$ cat config.mk
export PLATFORM = sky130hd
export DESIGN_NAME = eth_rmii_rx_mac
export DESIGN_NICKNAME = d
export VERILOG_FILES = /design/src/rtl/eth_pkg.sv /design/src/rtl/eth_crc32_2.sv /design/src/rtl/eth_rmii_rx_mac.sv
export SDC_FILE = /design/constraint.sdc
export NUM_CORES = 1
export LEC_CHECK = 0
export ABC_AREA = 1
export CAP_MARGIN = 20
export CORE_ASPECT_RATIO = 0.7
export CORE_MARGIN = 2
export CORE_UTILIZATION = 45
export CTS_BUF_LIST = sky130_fd_sc_hd__clkbuf_4
export CTS_CLUSTER_SIZE = 40
export DETAILED_ROUTE_END_ITERATION = 8
export PLACE_DENSITY = 0.61
export SYNTH_ARGS = -nofsm -noshare
export SYNTH_HDL_FRONTEND = slang
export SYNTH_SLANG_ARGS = --single-unit
$ cat constraint.sdc
create_clock -name clk50 -period 4.22 [get_ports clk50]
set_clock_uncertainty 0.05 [all_clocks]
set_input_delay 1.266 -clock clk50 [delete_from_list [all_inputs] [get_ports clk50]]
set_output_delay 1.266 -clock clk50 [all_outputs]
set_load 0.05 [all_outputs]
$ cat src/rtl/eth_pkg.sv
// Shared types and constants for the Ethernet RMII receive path.
// Also holds the two-bit reflected CRC-32 step used by the FCS checker.
package eth_pkg;

    typedef enum logic [2:0] {
        IDLE,
        PRE,
        DAT,
        EOP,
        ERR
    } rx_state_t;

    localparam logic [31:0] CRC32_RESIDUE = 32'hDEBB20E3;
    localparam logic [31:0] CRC32_POLY    = 32'hEDB88320;

    // Reflected CRC-32 advanced by one RMII dibit, bit 0 first as on the wire.
    function automatic logic [31:0] crc32_dibit(input logic [31:0] crc,
                                                input logic [1:0]  d);
        logic [31:0] r;
        r = crc;
        for (int i = 0; i < 2; i++) begin
            r = (r[0] ^ d[i]) ? ((r >> 1) ^ CRC32_POLY) : (r >> 1);
        end
        return r;
    endfunction

endpackage

$ cat src/rtl/eth_crc32_2.sv
// Running Ethernet CRC-32 register fed two bits per enable.
// A clear coinciding with an enable folds the first dibit into a fresh seed.
module eth_crc32_2
    import eth_pkg::*;
(
    input  logic        clk50,
    input  logic        rst_n,
    input  logic        clr,
    input  logic        en,
    input  logic [1:0]  d,
    output logic [31:0] crc
);

    logic [31:0] base;

    assign base = clr ? 32'hFFFF_FFFF : crc;

    always_ff @(posedge clk50 or negedge rst_n) begin
        if (!rst_n) begin
            crc <= 32'hFFFF_FFFF;
        end else if (en) begin
            crc <= crc32_dibit(base, d);
        end else begin
            crc <= base;
        end
    end

endmodule

$ cat src/rtl/eth_rmii_rx_mac.sv
// RMII receive MAC front end: 10/100 sample strobe, preamble/SFD qualification,
// byte assembly, length count and per-frame status snapshot on eop.
module eth_rmii_rx_mac
    import eth_pkg::*;
#(
    parameter int MIN_LEN = 64,
    parameter int MAX_LEN = 1518,
    parameter int PRE_MIN = 3,
    parameter int LEN_W   = 11
) (
    input  logic             clk50,
    input  logic             rst_n,
    input  logic             speed100,
    input  logic [1:0]       rx,
    input  logic             crs_dv,
    output logic [7:0]       data,
    output logic             valid,
    output logic             sop,
    output logic             eop,
    output logic [LEN_W-1:0] len,
    output logic             crc_ok,
    output logic             err_runt,
    output logic             err_giant,
    output logic             err_align
);

    localparam logic [LEN_W-1:0] MIN_L     = LEN_W'(MIN_LEN);
    localparam logic [LEN_W-1:0] MAX_L     = LEN_W'(MAX_LEN);
    localparam logic [LEN_W-1:0] LEN_SAT   = '1;
    localparam logic [3:0]       PRE_MIN_C = 4'(PRE_MIN);

    rx_state_t   state, state_nx;
    logic        spd_q;
    logic [3:0]  div;
    logic        smp;
    logic [3:0]  pre_cnt;
    logic [1:0]  dib;
    logic        dv_low_q;
    logic        byte_done_q;
    logic        good_q;
    logic        align_q;
    logic [31:0] crc;

    logic go_pre, pre_inc, sfd, shift, byte_end, frame_end, align_end;

    assign smp = spd_q || (div == 4'd0);

    // NOTE: every signal driven here gets a default first, so no path can
    // leave it unassigned and infer a latch.
    always_comb begin
        state_nx  = state;
        go_pre    = 1'b0;
        pre_inc   = 1'b0;
        sfd       = 1'b0;
        shift     = 1'b0;
        byte_end  = 1'b0;
        frame_end = 1'b0;
        align_end = 1'b0;
        case (state)
            IDLE: begin
                if (smp && crs_dv && rx == 2'b01) begin
                    state_nx = PRE;
                    go_pre   = 1'b1;
                end
            end
            PRE: begin
                if (smp) begin
                    if (crs_dv && rx == 2'b01) begin
                        pre_inc = 1'b1;
                    end else if (crs_dv && rx == 2'b11 && pre_cnt >= PRE_MIN_C) begin
                        state_nx = DAT;
                        sfd      = 1'b1;
                    end else begin
                        state_nx = ERR;
                    end
                end
            end
            DAT: begin
                if (smp) begin
                    shift    = 1'b1;
                    byte_end = (dib == 2'd3);
                    // CRS_DV is only meaningful on odd dibits (CR/DV multiplex).
                    if (!crs_dv && dib[0]) begin
                        state_nx  = EOP;
                        frame_end = 1'b1;
                        align_end = (dib == 2'd1);
                    end
                end
            end
            EOP: begin
                state_nx = IDLE;
            end
            ERR: begin
                if (smp && !crs_dv && dv_low_q) begin
                    state_nx = IDLE;
                end
            end
            default: begin
                state_nx = IDLE;
            end
        endcase
    end

    // NOTE: sequential state is written with non-blocking assignments only, so
    // every register samples pre-edge values regardless of statement order.
    always_ff @(posedge clk50 or negedge rst_n) begin
        if (!rst_n) begin
            state <= IDLE;
        end else begin
            state <= state_nx;
        end
    end

    always_ff @(posedge clk50 or negedge rst_n) begin
        if (!rst_n) begin
            spd_q       <= 1'b0;
            div         <= 4'd0;
            pre_cnt     <= 4'd0;
            dib         <= 2'd0;
            dv_low_q    <= 1'b0;
            byte_done_q <= 1'b0;
            good_q      <= 1'b0;
            align_q     <= 1'b0;
            data        <= 8'd0;
            valid       <= 1'b0;
            sop         <= 1'b0;
            eop         <= 1'b0;
            len         <= '0;
            crc_ok      <= 1'b0;
            err_runt    <= 1'b0;
            err_giant   <= 1'b0;
            err_align   <= 1'b0;
        end else begin
            valid       <= 1'b0;
            sop         <= 1'b0;
            eop         <= 1'b0;
            byte_done_q <= 1'b0;

            if (go_pre) begin
                div <= 4'd0;
            end else begin
                div <= (div == 4'd9) ? 4'd0 : div + 4'd1;
            end

            if (state == IDLE) begin
                spd_q <= speed100;
            end

            if (smp) begin
                dv_low_q <= !crs_dv;
            end

            if (go_pre) begin
                pre_cnt <= 4'd0;
            end else if (pre_inc && pre_cnt != 4'hF) begin
                pre_cnt <= pre_cnt + 4'd1;
            end

            if (sfd) begin
                sop       <= 1'b1;
                dib       <= 2'd0;
                len       <= '0;
                crc_ok    <= 1'b0;
                err_runt  <= 1'b0;
                err_giant <= 1'b0;
                err_align <= 1'b0;
                good_q    <= 1'b0;
                align_q   <= 1'b0;
            end

            if (shift) begin
                data <= {rx, data[7:2]};
                dib  <= dib + 2'd1;
            end

            // Bytes past MAX_LEN are still counted and CRC'd, just not emitted.
            if (byte_end) begin
                byte_done_q <= 1'b1;
                if (len < MAX_L) begin
                    valid <= 1'b1;
                end
                if (len != LEN_SAT) begin
                    len <= len + LEN_W'(1);
                end
            end

            if (byte_done_q) begin
                good_q <= (crc == CRC32_RESIDUE);
            end

            if (frame_end) begin
                align_q <= align_end;
            end

            if (state == EOP) begin
                eop       <= 1'b1;
                data      <= 8'd0;
                crc_ok    <= byte_done_q ? (crc == CRC32_RESIDUE) : good_q;
                err_runt  <= (len < MIN_L);
                err_giant <= (len > MAX_L);
                err_align <= align_q;
            end
        end
    end

    eth_crc32_2 u_crc (
        .clk50 (clk50),
        .rst_n (rst_n),
        .clr   (sop),
        .en    (shift),
        .d     (rx),
        .crc   (crc)
    );

endmodule

# Word-level counts from Yosys, hierarchy flattened
# Index checks and enable logic that the tools add are counted.
[classes] addsub=4 order_cmp=4 eq_ne=18 n_mux=55 n_bitwise=4 reduce_logical=20
[ops] op="32-bit two-way mux" count=4
[ops] op="11-bit two-way mux" count=3
[ops] op="32-bit == test, second input constant" count=1
[ops] op="1-bit two-way mux" count=32
[ops] op="13-bit NOT with 14-bit output" count=2
[ops] op="3-bit two-way mux" count=7
[ops] op="4-bit two-way mux" count=4
[ops] op="8-bit two-way mux" count=2
[ops] op="2-bit != test, second input constant" count=6
[ops] op="3-bit case mux with 4 select lines" count=1
[ops] op="2-bit nonzero test" count=6
[ops] op="11-bit by 1-bit adder with 11-bit output, second input constant" count=1
[ops] op="11-bit greater-than comparator, second input constant" count=1
[ops] op="11-bit less-than comparator, second input constant" count=1
[ops] op="11-bit by 7-bit less-than comparator with 1-bit output, second input constant" count=1
[ops] op="11-bit != test, second input constant" count=1
[ops] op="1-bit logical AND" count=9
[ops] op="4-bit by 1-bit adder with 4-bit output, second input constant" count=2
[ops] op="3-bit by 2-bit == test with 1-bit output, second input constant" count=2
[ops] op="6-bit AND reduction" count=1
[ops] op="2-bit by 1-bit == test with 1-bit output, second input constant" count=2
[ops] op="2-bit == test, second input constant" count=2
[ops] op="4-bit == test, second input constant" count=1
[ops] op="4-bit by 2-bit >= comparator with 1-bit output, second input constant" count=1
[ops] op="10 further kinds" count=12
[word_totals] ff_bits=76 inputBits=6

# Logic depth before layout (Yosys ltp)
[logic_depth] ltp_word=10 ltp_mapped=12 depth_no_buf=11

# Hierarchy
# A second synthesis with hierarchy kept.
[hier_totals] hier_cells=550 area_unflattened_um2=4279.1
[modules_own_cells] module="eth_rmii_rx_mac" n_inst=1 cells_each=312 area_each_um2=2424.8 seq_area_each_um2=1101.1
[modules_own_cells] module="eth_crc32_2" n_inst=1 cells_each=238 area_each_um2=1854.3 seq_area_each_um2=840.8

# Least setup slack after synthesis
# OpenSTA, ideal clock, no wires.
[synth_timing] path_type="input-to-reg" start="input crs_dv" end="register len[7]" setup_time_ns=0.114 t_arrival_ns=2.014 path_slack_ns=2.041 path_stages=10 n_path_buf=1 path_cell_list="nand2_1 > nor2_1 > nand2_1 > nor2_2 > nand2_2 > buf_6 > nand2_1 > nand2_1 > nand3b_1 > inv_1"
[synth_via] elab_chain_len=9 word_cells_on_any_way=10 classes_between="7 x mux; 3 x reduce/logical"
[synth_rtl] element="from (decl)" line="eth_rmii_rx_mac.sv:15" source="input logic crs_dv,"
[synth_rtl] element="1-bit logical AND (2 in a row)" line="eth_rmii_rx_mac.sv:70" source="end else if (crs_dv && rx == 2'b11 && pre_cnt >= PRE_MIN_C) begin"
[synth_rtl] element="1-bit two-way mux" line="eth_rmii_rx_mac.sv:70"
[synth_rtl] element="1-bit two-way mux (*)" line="eth_rmii_rx_mac.sv:68" source="if (crs_dv && rx == 2'b01) begin"
[synth_rtl] element="1-bit two-way mux (*)" line="eth_rmii_rx_mac.sv:67" source="if (smp) begin"
[synth_rtl] element="1-bit two-way mux (*)" line="eth_rmii_rx_mac.sv:59" source="case (state)"
[synth_rtl] element="11-bit two-way mux (*)" line="eth_rmii_rx_mac.sv:159" source="if (sfd) begin"
[synth_rtl] element="11-bit two-way mux" line="eth_rmii_rx_mac.sv:182" source="if (len != LEN_SAT) begin"
[synth_rtl] element="11-bit two-way mux (*)" line="eth_rmii_rx_mac.sv:177" source="if (byte_end) begin"
[synth_rtl] element="to (signal assigned)" line="eth_rmii_rx_mac.sv:183" source="len <= len + LEN_W'(1);"
[synth_rtl] element="to (decl)" line="eth_rmii_rx_mac.sv:20" source="output logic [LEN_W-1:0] len,"
# Mark *: on every way between the ends. The rest lies on a longest branch, timed or not.
# A chain may end at the register's enable or synchronous reset.

# Final worst setup path
[layout_timing] start="register len[4]" end="output len[4]"
# No word-level cell between the ends.

==> results.json <==
{
  "first_global_vias": 3154,
  "seq_power_share_pct": 38.6,
  "irDropWorstVdd_mv": 0.380,
  "post-cts-setup-buffers": 0,
  "r2r_cells": 9,
  "ys_async_sr_fraction_pct": 100,
  "synthesis.nets": 526,
  "ctsResizeCount": 0,
  "slowest_delay_ns": 0.85,
  "switching_share_pct": 45.4,
  "ys_seq_area_share_pct": 46.6,
  "synth_cell_types": 43,
  "max_cap_violations": 0,
  "yosysMostFrequentCell": "nand2_1",
  "dieWidth_um": 119,
  "arrival_ns": 1.77,
  "drive_gt1_share_pct": 17.2,
  "routedWlPerCell_um": 13.2,
  "final-hold-violation-count": 0,
  "routed_wl_mm": 8.85,
  "cts_tree": "done",
  "ctsHtreeMaxLevel": 3,
  "crit_family": "buffers and inverters",
  "viasPerCell": 5.02,
  "fmax_mhz": 324,
  "status": "completed",
  "die_area_sq_um": 10100,
  "clk_path_buf_depth": 2,
  "slew_viol_final": 0,
  "num-fill-cells": 865,
  "grtUsageTotal_pct": 19.1,
  "min_from": "err_giant",
  "clock_sinks": 76,
  "nNetsFinal": 554,
  "post-place-ws_ns": 1.24,
  "cts_buffers": 9,
  "drt_iter0_markers": 233,
  "tightest_slew_ns": 0.970,
  "crit_required_ns": 2.90,
  "place_congestion": 0.887,
  "portBuffers": 31,
  "setup_violations": 0,
  "path_buf_inv": 1,
  "relSlewSlack_pct": 35.3,
  "grt-ovfl-total": 0,
  "drt_pass1_iterations": 4,
  "ctsHoldBuffers": 0,
  "io_pins": 32,
  "clk_latency_ns": 0.43,
  "synth_top_area_cell": "dfrtp_1",
  "grt_setup_unrepaired": "false",
  "synth_area_sq_um": 4170,
  "synth_edf_count": 0,
  "dpl_cell_area_sq_um": 4550,
  "hold_class": "register to register",
  "die_y_um": 84.5,
  "antenna_found_initial": 0,
  "grt_max_degree": 77,
  "min_period_ns": 3.09,
  "yosys-top-cells-count": "nand2_1 (113), o21ai_0 (56), nor2_1 (54)",
  "yosys_most_used_dff": "dfrtp_1",
  "intPower_mw": 1.97,
  "clk_pin_slew_ns": 0.12,
  "n_antenna_cell": 0,
  "finalWorstSetupSlack_ns": 1.13,
  "holdPathStages": 2,
  "pwr-share-comb_pct": 47.5,
  "start_util_pct": 46.1,
  "cts-root-buf": "clkbuf_4",
  "synth.area.top_cells": "dfrtp_1 (26%), dfstp_2 (20%), nand2_1 (10%)",
  "crit_type": "register to output port",
  "powerDensity_nw_per_um2": 768,
  "hold_slack_ns": 0.448,
  "ant_nets": 0,
  "leakage_nw": 2.14,
  "synthCells": 513,
  "dr_total_vias": 3361,
  "yosysWarnings": 0,
  "grt_pass1_wl_mm": 15.3,
  "r2r_start": "div[0]",
  "rr_endpoint": "align_q",
  "synth_top_cell_area_share_pct": 26.4,
  "postSynthAreaPerCell_sq_um": 8.12,
  "crit_fanout": 7,
  "place_hpwl_mm": 5.95,
  "synth_seq_cells": 76,
  "clock_power_share_pct": 13.9,
  "reg2reg_slack_ns": 2.26,
  "tns_ns": 0,
  "post-route-period-util_pct": 73.2,
  "setup.worst_path.start_class": "register",
  "coreArea_sq_um": 9030,
  "num_rows": 29,
  "crit_chain": "clkdlybuf4s50_1",
  "areaGrowthSynthToFinish_pct": 13.0,
  "p_switching_mw": 1.64,
  "worst_setup_path_end_kind": "output port",
  "fin_area_sq_um": 4710,
  "slowest_stage": "clkdlybuf4s50_1",
  "hold_path_end": "err_giant",
  "drc": 0
}
==> registers in the layout (all words and copies together), names as in the netlist, 2 cells and up <==
register / count
data: 8
dib: 2
div: 4
len: 11
pre_cnt: 4
state: 3
u_crc.crc: 32
==> worst reg2reg max path, stage by stage, from the launching register on <==
cell and delay [ns]:
dfrtp_1 0.43, inv_1 0.09, ha_1 0.19, nand2_2 0.11, nand2_8 0.12, nand2_8 0.17
inv_4 0.40, nand3_2 0.13, nand3_1 0.09, o21ai_1 0.06
==> metal layers <==
layer / up-vias / global-route usage [%] / routed length, um
met4: 0 / 6.17 / 121
met1: 1582 / 26.4 / 4470
met5: - / 0 / 0
li1: 1705 / - / -
met3: 13 / 5.50 / 388
met2: 61 / 29.2 / 3870
==> cells in the final DEF (no fill, tap or decap), types with 7 or more instances in the layout <==
| cell type | instances |
|---|---|
| inv_1 | 53 |
| ha_1 | 7 |
| nand2_2 | 8 |
| clkdlybuf4s50_1 | 30 |
| nor2_1 | 54 |
| o21ai_1 | 9 |
| xor2_1 | 8 |
| dfstp_2 | 32 |
| clkbuf_4 | 11 |
| nand3_1 | 40 |
| nor3_1 | 16 |
| o21ai_0 | 56 |
| nand2_1 | 113 |
| dfrtp_1 | 44 |
==> cell type report <==
| cell class | count | area (sq um) | share of cell area (%) |
|---|---|---|---|
| Tap cell | 124 | 155 | 3.30 |
| Multi-Input combinational cell | 361 | 1890 | 40.2 |
| Timing Repair Buffer | 32 | 315 | 6.70 |
| Clock inverter | 5 | 76.3 | 1.62 |
| Inverter | 61 | 244 | 5.18 |
| Sequential cell | 76 | 1940 | 41.2 |
| Clock buffer | 11 | 82.6 | 1.75 |
==> kinds of logic (layout without fill, tap and decap cells) <==
| logic type | count (synthesis) | after routing | share of synthesized area (%) |
|---|---|---|---|
| AOI/OAI and AO/OA | 86 | 86 | 12.0 |
| xor gates and xnor gates | 10 | 10 | 2.10 |
| and+or+nand+nor | 258 | 258 | 29.3 |
| adders and majority gates | 7 | 7 | 2.10 |
| buffers and inverters | 76 | 109 | 7.93 |
| DFF | 76 | 76 | 46.6 |
==> power by group through the flow <==
stage                     Sequential [mW]  Combinational, mW  Clock, mW
after global placement               1.40               1.70          0
after CTS                            1.39               1.73      0.527
after detailed placement             1.41               1.73          0
after floorplan                      1.62               1.08          0
after global routing                 1.44               1.94      0.560
final                                1.40               1.72      0.502
==> metrics by stage <==
stage | utilization (%) | cells | power [mW]
final | 52.1 | 670 | 3.61
after global routing | 52.1 | 670 | 3.94
after CTS | 52.1 | 670 | 3.65
after detailed placement | 50.4 | 654 | 3.13
after global placement | 50.4 | 654 | 3.10
after floorplan | - | 513 | 2.69
==> worst max-delay path by stage <==
stage	from	endpoint	slack (ns)	cells past startpoint
after detailed placement	rx[0]	err_runt	1.24	10
after global placement	rx[0]	err_runt	1.27	10
final	len[4]	len[4]	1.13	1
after global routing	len[2]	len[2]	1.05	1
after floorplan	crs_dv	len[7]	2.04	10
after CTS	len[4]	len[4]	1.09	1
No activity file was read; power rests on OpenSTA's default activity.
